===== config.mk =====
export PLATFORM = sky130hd
export DESIGN_NAME = ones_packet_gen_flat
export DESIGN_NICKNAME = d
export VERILOG_FILES = /design/src/rtl/ones_packet_gen_pkg.sv /design/src/rtl/ones_packet_gen_if.sv /design/src/rtl/ones_packet_gen_lfsr.sv /design/src/rtl/ones_packet_gen.sv /design/src/flat_wrapper.sv
export SDC_FILE = /design/constraint.sdc
export NUM_CORES = 1
export LEC_CHECK = 0
export CAP_MARGIN = 20
export CELL_PAD_IN_SITES_DETAIL_PLACEMENT = 1
export CELL_PAD_IN_SITES_GLOBAL_PLACEMENT = 1
export CORE_ASPECT_RATIO = 1.25
export CORE_MARGIN = 5
export CORE_UTILIZATION = 42
export DETAILED_ROUTE_END_ITERATION = 6
export MAX_ROUTING_LAYER = met4
export PLACE_DENSITY_LB_ADDON = 0.3
export SLEW_MARGIN = 10
export SYNTH_ARGS = -nofsm -noshare
export SYNTH_HDL_FRONTEND = slang
export SYNTH_SLANG_ARGS = --single-unit

===== constraint.sdc =====
create_clock -name clk -period 4.17 [get_ports clk]
set_input_delay 0.6255 -clock clk [delete_from_list [all_inputs] [get_ports clk]]
set_output_delay 0.6255 -clock clk [all_outputs]
set_load 0.02 [all_outputs]

===== src/rtl/ones_packet_gen_pkg.sv =====
// ===========================================================================
// ones_pkg : shared widths, state encoding and the LFSR step function
//            for the ones-packet generator.
// Revision : 1.0
// ===========================================================================
`default_nettype none

package ones_pkg;

  localparam int          PKT_W     = 64;
  localparam int          CNT_W     = 11;
  localparam logic [15:0] LFSR_MASK = 16'hB400;

  typedef enum logic [1:0] {
    IDLE    = 2'd0,
    SHUFFLE = 2'd1,
    OUT     = 2'd2
  } state_t;

  // Galois form of x^16+x^14+x^13+x^11+1, shifting right.
  function automatic logic [15:0] lfsr_step(input logic [15:0] s);
    return (s >> 1) ^ (s[0] ? LFSR_MASK : 16'h0000);
  endfunction

endpackage

`default_nettype wire


===== src/rtl/ones_packet_gen_if.sv =====
// ===========================================================================
// ones_packet_gen_if : request and packet handshakes of the generator.
// Revision : 1.0
// ===========================================================================
`default_nettype none

interface ones_packet_gen_if;
  import ones_pkg::*;

  logic             req_valid;
  logic             req_ready;
  logic [6:0]       req_count;
  logic [15:0]      req_seed;
  logic             pkt_valid;
  logic             pkt_ready;
  logic [PKT_W-1:0] pkt_data;
  logic [CNT_W-1:0] pkt_count;

  modport master (
    output req_valid, req_count, req_seed, pkt_ready,
    input  req_ready, pkt_valid, pkt_data, pkt_count
  );

  modport slave (
    input  req_valid, req_count, req_seed, pkt_ready,
    output req_ready, pkt_valid, pkt_data, pkt_count
  );

endinterface

`default_nettype wire


===== src/rtl/ones_packet_gen_lfsr.sv =====
// ===========================================================================
// ones_lfsr16 : 16-bit Galois LFSR with seed load (zero seed replaced by
//               DEFAULT_SEED) and single-step advance; exposes the next value.
// Revision : 1.0
// ===========================================================================
`default_nettype none

module ones_lfsr16
  import ones_pkg::*;
#(
  parameter logic [15:0] DEFAULT_SEED = 16'hACE1
) (
  input  wire logic        clk,
  input  wire logic        rst,
  input  wire logic        load,
  input  wire logic        step,
  input  wire logic [15:0] seed,
  output logic      [15:0] lfsr_n
);

  logic [15:0] lfsr_q;
  logic [15:0] lfsr_d;

  assign lfsr_n = lfsr_step(lfsr_q);

  always_comb begin
    lfsr_d = lfsr_q;
    if (load) begin
      // An all-zero state would lock the LFSR, so zero seeds are replaced.
      lfsr_d = (seed == 16'h0000) ? DEFAULT_SEED : seed;
    end else if (step) begin
      lfsr_d = lfsr_n;
    end
  end

  always_ff @(posedge clk or posedge rst) begin
    if (rst) begin
      lfsr_q <= DEFAULT_SEED;
    end else begin
      lfsr_q <= lfsr_d;
    end
  end

endmodule

`default_nettype wire


===== src/rtl/ones_packet_gen.sv =====
// ===========================================================================
// ones_packet_gen : builds a 64-bit word with exactly n ones by shuffling a
//                   thermometer code with LFSR-driven bit swaps.
// Revision : 1.0
// ===========================================================================
`default_nettype none

module ones_packet_gen
  import ones_pkg::*;
#(
  parameter int          SWAPS        = 16,
  parameter logic [15:0] DEFAULT_SEED = 16'hACE1
) (
  input  wire logic         clk,
  input  wire logic         rst,
  ones_packet_gen_if.slave  bus
);

  localparam logic [7:0] LAST_SWAP = 8'(SWAPS - 1);

  state_t           state_q, state_d;
  logic [PKT_W-1:0] data_q,  data_d;
  logic [CNT_W-1:0] count_q, count_d;
  logic [7:0]       cnt_q,   cnt_d;
  logic             live_q;
  logic             lfsr_load;
  logic             lfsr_adv;
  logic [15:0]      lfsr_n;
  logic [5:0]       swap_a;
  logic [5:0]       swap_b;
  logic [6:0]       sat_n;
  logic             accept;
  logic             unused_lfsr_hi;

  ones_lfsr16 #(
    .DEFAULT_SEED (DEFAULT_SEED)
  ) u_lfsr (
    .clk    (clk),
    .rst    (rst),
    .load   (lfsr_load),
    .step   (lfsr_adv),
    .seed   (bus.req_seed),
    .lfsr_n (lfsr_n)
  );

  assign swap_a         = lfsr_n[5:0];
  assign swap_b         = lfsr_n[11:6];
  assign unused_lfsr_hi = ^lfsr_n[15:12];
  assign sat_n          = (bus.req_count > 7'd64) ? 7'd64 : bus.req_count;

  // live_q keeps req_ready low while rst is held, even though state is IDLE.
  assign bus.req_ready = (state_q == IDLE) && live_q;
  assign bus.pkt_valid = (state_q == OUT);
  assign bus.pkt_data  = data_q;
  assign bus.pkt_count = count_q;
  assign accept        = bus.req_valid && bus.req_ready;

  always_comb begin
    state_d   = state_q;
    data_d    = data_q;
    count_d   = count_q;
    cnt_d     = cnt_q;
    lfsr_load = 1'b0;
    lfsr_adv  = 1'b0;
    unique case (state_q)
      IDLE: begin
        if (accept) begin
          data_d    = (sat_n == 7'd64) ? {PKT_W{1'b1}}
                                       : ((PKT_W'(1) << sat_n) - PKT_W'(1));
          count_d   = CNT_W'(sat_n);
          cnt_d     = 8'd0;
          lfsr_load = 1'b1;
          state_d   = SHUFFLE;
        end
      end
      SHUFFLE: begin
        data_d[swap_a] = data_q[swap_b];
        data_d[swap_b] = data_q[swap_a];
        lfsr_adv       = 1'b1;
        cnt_d          = cnt_q + 8'd1;
        if (cnt_q == LAST_SWAP) begin
          state_d = OUT;
        end
      end
      OUT: begin
        if (bus.pkt_ready) begin
          state_d = IDLE;
        end
      end
      default: state_d = IDLE;
    endcase
  end

  always_ff @(posedge clk or posedge rst) begin
    if (rst) begin
      state_q <= IDLE;
      data_q  <= '0;
      count_q <= '0;
      cnt_q   <= 8'd0;
      live_q  <= 1'b0;
    end else begin
      state_q <= state_d;
      data_q  <= data_d;
      count_q <= count_d;
      cnt_q   <= cnt_d;
      live_q  <= 1'b1;
    end
  end

endmodule

`default_nettype wire


===== src/flat_wrapper.sv =====
// flat-port wrapper written by rule: the top's interface ports become plain ports
module ones_packet_gen_flat import ones_pkg::*;
#(
  parameter int          SWAPS        = 16,
  parameter logic [15:0] DEFAULT_SEED = 16'hACE1
)
  (clk, rst, bus_req_valid, bus_req_count, bus_req_seed, bus_pkt_ready, bus_req_ready, bus_pkt_valid, bus_pkt_data, bus_pkt_count);
  ones_packet_gen_if bus_i ();
  input  wire logic clk;
  input  wire logic rst;
  input wire logic [$bits(bus_i.req_valid)-1:0] bus_req_valid;
  input wire logic [$bits(bus_i.req_count)-1:0] bus_req_count;
  input wire logic [$bits(bus_i.req_seed)-1:0] bus_req_seed;
  input wire logic [$bits(bus_i.pkt_ready)-1:0] bus_pkt_ready;
  output wire logic [$bits(bus_i.req_ready)-1:0] bus_req_ready;
  output wire logic [$bits(bus_i.pkt_valid)-1:0] bus_pkt_valid;
  output wire logic [$bits(bus_i.pkt_data)-1:0] bus_pkt_data;
  output wire logic [$bits(bus_i.pkt_count)-1:0] bus_pkt_count;
  assign bus_i.req_valid = bus_req_valid;
  assign bus_i.req_count = bus_req_count;
  assign bus_i.req_seed = bus_req_seed;
  assign bus_i.pkt_ready = bus_pkt_ready;
  assign bus_req_ready = bus_i.req_ready;
  assign bus_pkt_valid = bus_i.pkt_valid;
  assign bus_pkt_data = bus_i.pkt_data;
  assign bus_pkt_count = bus_i.pkt_count;
  ones_packet_gen #(.SWAPS(SWAPS), .DEFAULT_SEED(DEFAULT_SEED)) u_core (.clk(clk), .rst(rst), .bus(bus_i));
endmodule

* Word-level counts from Yosys, hierarchy flattened *
Index checks and enable logic that the tools add are counted.

storage, ports and cells
  output and inout port bits = 77
  bits in registers = 98
  input port bits = 27
  word-level logic and storage cells = 60

cells by class
  reductions and logical operators = 11
  bitwise logic cells = 1
  order comparisons = 5
  $add $sub $neg = 2
  equal/unequal tests = 7
  shift-type cells = 1
  multiplexer cells = 27

operator list
  operator               count
  $bwmux 64              2
  $mux 64                2
  $pmux 64 s2            1
  $mux 16                4
  $shl 1x7->64 const A   1
  $sub 64x1->64 const B  1
  $logic_not 16->1       1
  $pmux 8 s2             1
  $xor 15x16->16         1
  $lt 6x7->1 const B     2
  $bmux 1 s6             2
  $demux 1 s6            2
  $ge 6x1->1 const B     2
  $add 8x1->8 const B    1
  $eq 8x4->1 const B     1
  $mux 8                 1
  $eq 7x7->1 const B     1
  $gt 7x7->1 const B     1
  $mux 1                 7
  $mux 7                 1
  $mux 2                 3
  $pmux 2 s3             1
  $logic_and 1x1->1      4
  $ne 2x1->1 const B     2
  7 further kinds        9

* Longest topological paths before layout *
Gate-level depths: netlist (run 1).

  word-level depth = 9
  mapped depth = 14
  mapped depth without buffers = 10

* Hierarchy *
A second synthesis (run 1) with hierarchy kept.

second synthesis, totals
  cell total of the unflattened synthesis = 1243
  area, all modules = 9248.9 sq um

by module, submodules not included
  module           area each (sq um)  seq. area each (sq um)  times used  cells each
  ones_packet_gen  8341.8             2052.0                  1           1160
  ones_lfsr16      907.1              410.4                   1           83

* Least setup slack after synthesis (run 1) *
Ideal clock, no wire load.

  path kind = input port to flip-flop
  start = input bus_req_count[3]
  end = register u_core.data_q[44] (netlist: u_core.bus.pkt_data[44])
  data required time = 4.088 ns
  data arrival time = 3.090 ns
  slack = 0.998 ns
  path buffers = 5
  library setup time = 0.082 ns
  stages on the path = 13
  cells stage by stage = clkbuf_1 buf_2 buf_2 nor2_1 clkbuf_1 nand3_1 ha_1 or4b_1 buf_2 or2_1 o2111ai_1 o221ai_1 a31oi_1

on the way
  cells in the longest elaborated chain, start to end = 7
  elaborated cells on any way between the ends = 8
  those cells by class = add/sub: 1; order compare: 1; eq/ne: 1; shift: 1; mux: 4

ends and longest elaborated chain
  what                    RTL line                RTL
  start: declaration      flat_wrapper.sv:12      input wire logic [$bits(bus_i.req_count)-1:0] bus_req_count;
  $gt 7x7->1              ones_packet_gen.sv:49   assign sat_n = (bus.req_count > 7'd64) ? 7'd64 : bus.req_count;
  $mux 7 (*)              ones_packet_gen.sv:49
  $shl 1x7->64            ones_packet_gen.sv:69   : ((PKT_W'(1) << sat_n) - PKT_W'(1));
  $sub 64x1->64           ones_packet_gen.sv:69
  $mux 64 (*)             ones_packet_gen.sv:68   data_d = (sat_n == 7'd64) ? {PKT_W{1'b1}}
  $mux 64 (*)             ones_packet_gen.sv:67   if (accept) begin
  $pmux 64 s2 (*)         ones_packet_gen.sv:65   unique case (state_q)
  end signal: assignment  ones_packet_gen.sv:103  data_q <= data_d;
  end: declaration        ones_packet_gen.sv:22   logic [PKT_W-1:0] data_q, data_d;

Every way passes the cells marked *; elsewhere a longest branch is shown, timed or not. The select of a mux whose other input is x is not followed.
A chain may end at the register's enable or synchronous reset.

* Final worst setup path (run 1) *
  start = register u_core.u_lfsr.lfsr_q[3]
  end = register u_core.data_q[43] (netlist: u_core.bus.pkt_data[43])

on the way
  cells in the longest elaborated chain, start to end = 8
  elaborated cells on any way between the ends = 11
  those cells by class = order compare: 2; mux: 7; bitwise: 1; reduce/logical: 1

ends and longest elaborated chain
  what                                                                   RTL line                    RTL
  start: declaration                                                     ones_packet_gen_lfsr.sv:21  logic [15:0] lfsr_q;
  start signal: assignment                                               ones_packet_gen_lfsr.sv:40  lfsr_q <= lfsr_d;
  $xor 15x16->16 (*)                                                     ones_packet_gen_pkg.sv:22   return (s >> 1) ^ (s[0] ? LFSR_MASK : 16'h0000);
  $lt 6x7->1 (implied by the code) / $ge 6x1->1 (equally long branches)  ones_packet_gen.sv:77       data_d[swap_a] = data_q[swap_b];
  $logic_and 1x1->1 (implied by the code)                                ones_packet_gen.sv:77
  $mux 1 (implied by the code)                                           ones_packet_gen.sv:77
  $demux 1 s6                                                            n/a
  $bwmux 64                                                              ones_packet_gen.sv:77
  $bwmux 64 (*)                                                          ones_packet_gen.sv:78       data_d[swap_b] = data_q[swap_a];
  $pmux 64 s2 (*)                                                        ones_packet_gen.sv:65

Marks and branches as above.

==> results of run 1 <==
==> cell usage in the layout, fill, tap and decap left out, types with 10 or more instances in the layout <==
master | Yosys | final
a221oi_1 | 14 | 14
o221ai_1 | 44 | 44
nor2_1 | 100 | 99
a21oi_1 | 131 | 131
nand2_1 | 169 | 169
a211oi_1 | 18 | 18
a41oi_1 | 22 | 22
clkdlybuf4s50_1 | 0 | 99
and3_1 | 13 | 13
dfrtp_1 | 90 | 90
mux4_2 | 10 | 10
a31oi_1 | 55 | 55
buf_4 | 7 | 61
o22ai_1 | 12 | 12
nor2b_1 | 13 | 12
nand3_1 | 37 | 37
o21ai_1 | 12 | 12
o211ai_1 | 10 | 10
o21ai_0 | 46 | 46
xor2_1 | 11 | 11
mux2i_1 | 19 | 19
nor3_1 | 24 | 23
a22oi_1 | 15 | 15
==> routing by layer <==
| layer | wire [um] | track usage, % | vias to the layer above |
|---|---|---|---|
| li1 | - | - | 4582 |
| met1 | 16430 | 44.03 | 5388 |
| met2 | 19730 | 54.57 | 781 |
| met3 | 4700 | 7.956 | 227 |
| met4 | 2815 | 19.22 | 0 |
| met5 | 0 | - | - |
==> power breakdown <==
part | internal (mW) | switching (mW) | total [mW]
sequential | 1.34 | 0.729 | 2.07
combinational | 1.99 | 3.81 | 5.80
clock | 0.649 | 0.425 | 1.07
==> cells by family (layout without fill, tap and decap cells) <==
group	after synthesis	in the layout	synth area share [%]
AOI/OAI and AO/OA	448	448	33.61
and+or+nand+nor	437	437	23.31
buffers and inverters	139	186	6.812
DFF	98	98	27.64
muxes	41	41	6.180
xor gates and xnor gates	20	20	1.966
adders and majority gates	3	3	0.3932
other	2	6	0.08430
==> area by class of cell <==
cell class / count / share of cell area, %
multi-input cells: 954 / 55.57
repair buffers: 162 / 14.09
clock inverters: 6 / 1.302
flip-flops and latches: 98 / 23.30
well taps: 274 / 3.244
diodes: 1 / 0.02368
clock buffers: 9 / 2.131
inverters: 9 / 0.3433
==> worst paths after layout <==
path,to,slack (ps),cells after the start
max reg2reg,u_core.bus.pkt_data[43],770,10
min in group asynchronous,u_core.u_lfsr.lfsr_q[14],820,2
min reg2reg,u_core.cnt_q[7],490,1
max,u_core.bus.pkt_data[43],770,10
max in group asynchronous,u_core.bus.pkt_data[58],2480,3
min,u_core.cnt_q[7],490,1
==> synth_stat cells (15+ instances only) <==
master      n  area, um^2
buf_2      41       205.2
nand3_1    37       185.2
nor3_1     24       120.1
a41oi_1    22       192.7
a31oi_1    55       344.1
a22oi_1    15       112.6
nand2_1   169       634.4
a21oi_1   131       655.6
clkbuf_1   74       277.8
o21ai_0    46       230.2
o221ai_1   44       385.4
a211oi_1   18       135.1
mux2i_1    19       190.2
dfrtp_1    90        2252
nor2_1    100       375.4
==> state kept, by name, indices dropped and copies added, names as in the netlist <==
register	count
u_core.bus.pkt_data	64
u_core.u_lfsr.lfsr_q	16
u_core.cnt_q	8
u_core.bus.pkt_count	7
u_core.state_q	2
u_core.live_q	1
==> impl_metrics.yaml, run 1 <==
outcome:
  run_status: "complete, no violations"
finish:
  area_growth_pct: 18.64
  fin_cells: 1513
  nets: 1263
  ff_latch_area_um2: 2462
  nFillCells: 2538
  drive_gt1_share_pct: 10.90
  design_area_um2: 10570
  utilization_pct: 50.59
  multi_input_area_um2: 5873
routing:
  dr.first_iter.drc_count: 1438
  wl_per_cell_um: 28.86
  ant_nets: 0
  routed_wl_um: 43670
  routed_via_density: 7.256
  vias: 10978
  drc: 0
  drt_first_pass_iters: 6
clock_tree:
  holdBufCountCts: 0
  post_cts_buffers: 0
  cts_resized: 0
  cts_tree: "done"
  h-tree-depth: 3
  cts_root_buf: "clkbuf_16"
  cts_buffers: 9
  cts_buffer_depth: 2
  clk_latency_ps: 370
  clk_pin_slew_ps: 80
  clkSinkCount: 98
floorplanning:
  die_w_um: 140.3
  die_area_um2: 24240
  initial_core_util_pct: 42.64
  placementRows: 59
  core_region_area_um2: 20890
  ioPinCount: 104
  die_h_um: 172.8
place:
  post-place-ws_ps: 583.6
  dpl.hpwl_um: 30750
  port_buffers: 99
  dp_cells: 1497
  routabilityCongestion: 1.013
  placed_cell_area_um2: 10200
sta:
  rsz0062_at_grt: "false"
  worst_slew_pin_slew_ps: 1008
  finalHoldViolations: 0
  period_share_pct: 81.54
  slew_viol_final: 0
  whs_ps: 486.1
  finalSetupViolCount: 0
  clock_skew_ps: 13.75
  min_period_ps: 3400
  max_clock_freq_mhz: 294.1
  tns_ps: 0
  finalWorstSetupSlack_ps: 769.8
  relSlewSlack_pct: 32.81
flow_run:
  max-cap-violations: 0
worst_hold_path:
  hold_start: "u_core.cnt_q[7]"
  min_path_type: "flop to flop"
critical_path:
  worstPathRequired_ps: 4440
  worst-path-buf-inv: 3
  crit_arrival_ps: 3670
  cp_top_family: "flip-flops"
  cp_common_cell: "buf_4"
  startpoint: "u_core.u_lfsr.lfsr_q[3]"
  crit_type: "flop to flop"
  max_stage_delay_ps: 930
  critPathMaxFanout: 64
  crit_path_start_kind: "flop"
  worstReg2RegStart: "u_core.u_lfsr.lfsr_q[3]"
  crit_path_end_kind: "flop"
  crit_chain: "buf_4 -> nor3b_2 -> a22oi_1 -> nand4_1 -> a211oi_1 -> buf_4 -> nand4_2 -> buf_12 -> o221ai_1 -> a41oi_1"
  slowest_stage: "dfrtp_1"
synth:
  netlist_area_um2: 8909
  synth_seq_area_share_pct: 27.64
  synth.distinct_cells: 82
  synth_edf_count: 0
  async_reset_ff_share_pct: 100.0
  synth_flop_cell: "dfrtp_1"
  yosys_warnings: 0
  synthCells: 1188
  ys_ff_latch: 98
  avgSynthCellArea_um2: 7.499
grt:
  grt_first_pass_wirelength_um: 66440
  grt_remaining_overflow: 0
  antenna_found_initial: 1
  grtUsageTotal_pct: 35.78
  grt_max_degree: 70
  grt_pass1_vias: 10967
power_and_ir_drop:
  p_per_area_nw_per_um2: 846.6
  p_leak_nw: 3.680
  power_mw: 8.948
  ir_worst_vdd_mv: 0.6474
Power figures use the tool's default switching activity.
==> run 2, diff against run 1 <==
--- a/config.mk
+++ b/config.mk
@@ -10,7 +10,7 @@
 export CELL_PAD_IN_SITES_GLOBAL_PLACEMENT = 1
 export CORE_ASPECT_RATIO = 1.25
 export CORE_MARGIN = 5
-export CORE_UTILIZATION = 42
+export CORE_UTILIZATION = 38
 export DETAILED_ROUTE_END_ITERATION = 6
 export MAX_ROUTING_LAYER = met4
 export PLACE_DENSITY_LB_ADDON = 0.3
==> constraint.sdc (replaced) <==
create_clock -name clk -period 2.9 [get_ports clk]
set_input_delay 0.435 -clock clk [delete_from_list [all_inputs] [get_ports clk]]
set_output_delay 0.435 -clock clk [all_outputs]
set_load 0.02 [all_outputs]
==> run 2 against run 1 <==
Clock skew decreased by 1.7 ps. Register-to-register slack got worse by 730 ps. Power is 53% higher. Cell area grew 9.4%. Non-clock buffer count increased by 118. Via count increased by 4.0%. Die area rose by 9.8%. Maximum frequency increased by 19%. Largest power group unchanged.
==> impl_metrics.yaml, run 2 (same netlist as run 1, synthesis figures left out) <==
routing:
  dr.first_iter.drc_count: 1172
  wl_per_cell_um: 28.85
  vias: 11416
  ant_nets: 0
  routed_wl_um: 47490
  routed_via_density: 6.936
  drc: 0
  drt_first_pass_iters: 6
sta:
  max_clock_freq_mhz: 349.1
  worst_slew_pin_slew_ps: 777.3
  relSlewSlack_pct: 47.99
  finalHoldViolations: 0
  period_share_pct: 98.78
  finalWorstSetupSlack_ps: 35.34
  tns_ps: 0
  rsz0062_at_grt: "false"
  min_period_ps: 2865
  clock_skew_ps: 12.05
  slew_viol_final: 0
  finalSetupViolCount: 0
place:
  routabilityCongestion: 0.9966
  port_buffers: 99
  dp_cells: 1629
  dpl.hpwl_um: 35240
  placed_cell_area_um2: 11220
  post-place-ws_ps: -234.4
power_and_ir_drop:
  p_leak_nw: 4.261
  ir_worst_vdd_mv: 0.5963
  p_per_area_nw_per_um2: 1181
grt:
  grt_first_pass_wirelength_um: 71610
  use_met3_pct: 6.541
  top_usage_layer: "met2"
  grt_pass1_vias: 11387
  grt_remaining_overflow: 0
  grtUsageMet2_pct: 56.43
  antenna_found_initial: 1
  grt_max_degree: 99
  use_met1_pct: 42.68
  grtUsageTotal_pct: 35.74
clock_tree:
  h-tree-depth: 3
  clkSinkCount: 98
  cts_buffer_depth: 2
  clk_latency_ps: 370
  cts_root_buf: "clkbuf_16"
  cts_tree: "done"
  cts_buffers: 9
  post_cts_buffers: 0
  clk_pin_slew_ps: 80
critical_path:
  r2r_slack_ps: 40
  crit_path_end_kind: "flop"
  r2r-end: "u_core.bus.pkt_data[0]"
  crit_arrival_ps: 3080
  worstPathRequired_ps: 3110
  critPathMaxFanout: 16
  crit_type: "flop to flop"
  startpoint: "u_core.u_lfsr.lfsr_q[7]"
  worstReg2RegStart: "u_core.u_lfsr.lfsr_q[7]"
  r2r_cells: 9
  crit_path_start_kind: "flop"
  crit_end: "u_core.bus.pkt_data[0]"
floorplanning:
  die_w_um: 147.0
  initial_core_util_pct: 38.67
  ioPinCount: 104
  placementRows: 62
  die_h_um: 181.2
  core_region_area_um2: 23040
  die_area_um2: 26630
finish:
  area_growth_pct: 29.73
  largest_register_ffs: 64
  layout_common_cells: "nand2_1, buf_4, a21oi_1"
  final_common_cell: "nand2_1"
  fin_cells: 1646
  nFillCells: 2820
  ff_latch_area_um2: 2464
  nets: 1381
  multi_input_area_um2: 5901
  drive_gt1_share_pct: 19.01
  design_area_um2: 11560
  utilization_pct: 50.16
flow_run:
  max-cap-violations: 0
outcome:
  run_status: "complete, no violations"
worst_hold_path:
  min_path_type: "flop to flop"
==> run 2: cell types whose count changed in the layout (fill, tap and decap cells not counted), sizes merged <==
| cell | previous run | this run |
|---|---|---|
| buf | 63 | 181 |
| bufinv | 4 | 1 |
| clkinv | 0 | 3 |
| clkinvlp | 0 | 2 |
| inv | 11 | 9 |
| clkbuf | 9 | 10 |
==> run 2: worst min-delay path by stage <==
stage	slack, ps	from	cells after the start	endpoint
2_1_floorplan	450	u_core.cnt_q[7]	1	u_core.cnt_q[7]
3_3_place_gp	470	u_core.bus.pkt_count[6]	2	u_core.bus.pkt_count[6]
3_5_place_dp	470	u_core.bus.pkt_count[1]	2	u_core.bus.pkt_count[1]
4_1_cts	490	u_core.cnt_q[7]	1	u_core.cnt_q[7]
5_1_grt	520	u_core.cnt_q[7]	1	u_core.cnt_q[7]
6_report	480	u_core.cnt_q[7]	1	u_core.cnt_q[7]
==> run 2: timing repair <==
action,4_1_cts,5_1_grt
hold buffers,0,0
endpoints found under the setup margin,0,43
resized for setup,0,6
==> run 2: stage by stage <==
stage	hold WS (ps)	total power, mW
2_1_floorplan	448.6	7.668
3_3_place_gp	465.8	11.80
3_5_place_dp	474.6	11.98
4_1_cts	494.2	13.33
5_1_grt	515.7	14.14
6_report	484.6	13.65
==> run 2: area by class of cell <==
class                      instances  share of cell area [%]
multi-input combinational        954                   51.06
timing repair buffer             280                   21.53
sequential                        98                   21.32
tap                              288                   3.118
clock buffer                      10                   2.068
clock inverter                     6                  0.5630
inverter                           9                  0.3248
antenna                            1                 0.02165
==> run 2: critical path: stages, from the launching register on <==
cell     delay (ps)
dfstp_2         730
nor2b_1         590
buf_4           210
nand2_1          40
a31oi_1         190
o21ai_0         100
a32o_1          310
a21oi_4         170
buf_12          180
a41oi_1         170
==> run 2: where the power goes <==
part           switching, mW  leakage, nW  internal (mW)
sequential             0.851        0.993           1.93
clock                  0.631        0.149          0.697
combinational           5.97         3.12           3.57
==> run 2: per-layer routing <==
metal | wire [um] | share of wire (%)
met1 | 17800 | 37
met2 | 21700 | 46
met3 | 4659 | 9.8
met4 | 3335 | 7.0
met5 | 0 | 0
==> run 3, diff against run 2 <==
--- a/config.mk
+++ b/config.mk
@@ -5,6 +5,7 @@
 export SDC_FILE = /design/constraint.sdc
 export NUM_CORES = 1
 export LEC_CHECK = 0
+export ABC_CLOCK_PERIOD_IN_PS = 2900
 export CAP_MARGIN = 20
 export CELL_PAD_IN_SITES_DETAIL_PLACEMENT = 1
 export CELL_PAD_IN_SITES_GLOBAL_PLACEMENT = 1
@@ -12,6 +13,7 @@
 export CORE_MARGIN = 5
 export CORE_UTILIZATION = 38
 export DETAILED_ROUTE_END_ITERATION = 6
+export GPL_TIMING_DRIVEN = 0
 export MAX_ROUTING_LAYER = met4
 export PLACE_DENSITY_LB_ADDON = 0.3
 export SLEW_MARGIN = 10
==> run 3 against run 2 <==
Core utilization down 2.1 points. Hold slack better by 16 ps. Via count up 2.0%. First-iteration DRC count up 16%. Power up 4.2%. Register-to-register slack worse by 20 ps. Non-clock buffer count down 46. Final cell count down 2.9%. Sequential power about the same. Clock power up 6%. Critical endpoint is now u_core.bus.pkt_data[59].
==> impl_metrics.yaml, run 3 (same netlist as run 1, synthesis figures left out) <==
critical_path:
  slowest_stage: "clkdlybuf4s50_1"
  crit_arrival_ps: 3160
  crit_path_start_kind: "input pin"
  crit_path_end_kind: "flop"
  worstReg2RegStart: "u_core.u_lfsr.lfsr_q[8]"
  crit_chain: "clkdlybuf4s50_1 -> clkbuf_2 -> and2_1 -> o2111ai_4 -> o2111a_1 -> nand4_1 -> buf_4 -> o21ai_1 -> o221ai_1 -> a41oi_1"
  critPathMaxFanout: 10
  r2r_cells: 9
  startpoint: "bus_req_count[2]"
  crit_type: "input pin to flop"
  max_stage_delay_ps: 520
  r2r_slack_ps: 20
  r2r-end: "u_core.bus.pkt_data[50]"
  worstPathRequired_ps: 3170
clock_tree:
  cts_tree: "done"
  clk_latency_ps: 380
  clkSinkCount: 98
  h-tree-depth: 3
  cts_root_buf: "clkbuf_16"
  cts_buffer_depth: 2
  clk_pin_slew_ps: 80
  cts_buffers: 9
routing:
  wl_per_cell_um: 34.55
  drt_first_pass_iters: 5
  vias: 11648
  ant_nets: 0
  routed_wl_um: 55250
  routed_via_density: 7.285
  drc: 0
  dr.first_iter.drc_count: 1359
finish:
  layout_common_cells: "nand2_1, a21oi_1, nor2_1"
  fin_cells: 1599
  design_area_um2: 11070
  nets: 1335
  antenna_cells: 0
  largest_register_ffs: 64
  final_common_cell: "nand2_1"
  drive_gt1_share_pct: 14.65
  area_growth_pct: 24.26
worst_hold_path:
  hold_depth: 1
  min_path_type: "flop to flop"
  hold_start: "u_core.cnt_q[7]"
  min_delay_worst_endpoint: "u_core.cnt_q[7]"
grt:
  antenna_found_initial: 0
  grtUsageTotal_pct: 41.77
  grt_max_degree: 32
  grt_remaining_overflow: 0
  grt_pass1_vias: 12057
  grt_first_pass_wirelength_um: 80520
flow_run:
  max-cap-violations: 0
floorplanning:
  die_w_um: 147.0
  die_area_um2: 26630
  die_h_um: 181.2
  initial_core_util_pct: 38.67
  core_region_area_um2: 23040
  ioPinCount: 104
  placementRows: 62
place:
  port_buffers: 97
  dp_cells: 1579
  post-place-ws_ps: -1959
  dpl.hpwl_um: 42300
  routabilityCongestion: 1.063
  placed_cell_area_um2: 10320
sta:
  worst_slew_pin_slew_ps: 1027
  finalHoldViolations: 0
  whs_ps: 500.4
  slew_viol_final: 0
  finalSetupViolCount: 0
  rsz0062_at_grt: "true"
  relSlewSlack_pct: 31.55
  tns_ps: 0
  finalWorstSetupSlack_ps: 13.03
  min_period_ps: 2887
  clock_skew_ps: 12.17
  period_share_pct: 99.55
  max_clock_freq_mhz: 346.4
power_and_ir_drop:
  ir_worst_vdd_mv: 0.7906
  p_leak_nw: 3.833
  p_per_area_nw_per_um2: 1285
outcome:
  run_status: "complete, no violations"
## run 3: cell types whose count changed in the layout (fill, tap and decap cells not counted), sizes merged
cell           delta
buf             -112
bufinv            +1
clkbuf           +69
clkdlybuf4s15     +2
clkdlybuf4s50     -5
clkinv            -2
diode             -1
dlygate4sd2       +1
## run 3: cell type report
cell class                 count  area (um^2)
fill                        2860        11970
sequential                    98         2464
inverter                       9        37.54
timing repair buffer         111         1115
clock buffer                  11        242.7
buffer                       123        656.9
tap                          288        360.3
clock inverter                 5        85.08
multi-input combinational    954         6108
## run 3: repair_timing
action                                  4_1_cts  5_1_grt
pin swaps                                     9        5
setup buffers                                 9        2
gates resized for setup                      73       46
endpoints found under the setup margin       82       65
hold buffers                                  0        0
## run 3: worst max path at each step
stage / endpoint / slack [ps] / depth (start not counted)
2_1_floorplan: u_core.bus.pkt_data[32] / 80 / 14
3_3_place_gp: u_core.bus.pkt_data[32] / -2070 / 14
3_5_place_dp: u_core.bus.pkt_data[32] / -1960 / 14
4_1_cts: u_core.bus.pkt_data[50] / 5 / 8
5_1_grt: u_core.bus.pkt_data[58] / -30 / 13
6_report: u_core.bus.pkt_data[59] / 10 / 10
## run 3: worst max-delay path: cells and delay by family
kind / cells / cell delay (ps)
buf+inv: 3 / 950
compound gates: 5 / 1290
simple gates: 2 / 480
## run 3: power breakdown
| part | switching, mW | internal [mW] |
|---|---|---|
| clock network | 0.625 | 0.787 |
| logic | 6.89 | 3.16 |
| registers | 0.836 | 1.93 |
## run 3: layer usage
layer	vias up	global-route usage [%]	wire length [um]
met4	0	34.35	5969
met3	380	11.55	5876
met2	869	64.74	24780
li1	4723	-	-
met5	-	-	0
met1	5676	44.28	18620
## run 3: per-stage QoR
stage	power [mW]	util [%]
after floorplan	7.668	-
after global routing	14.52	48.05
after detailed placement	11.77	44.79
after CTS	13.53	47.45
final	14.22	48.05
after global placement	11.65	44.53
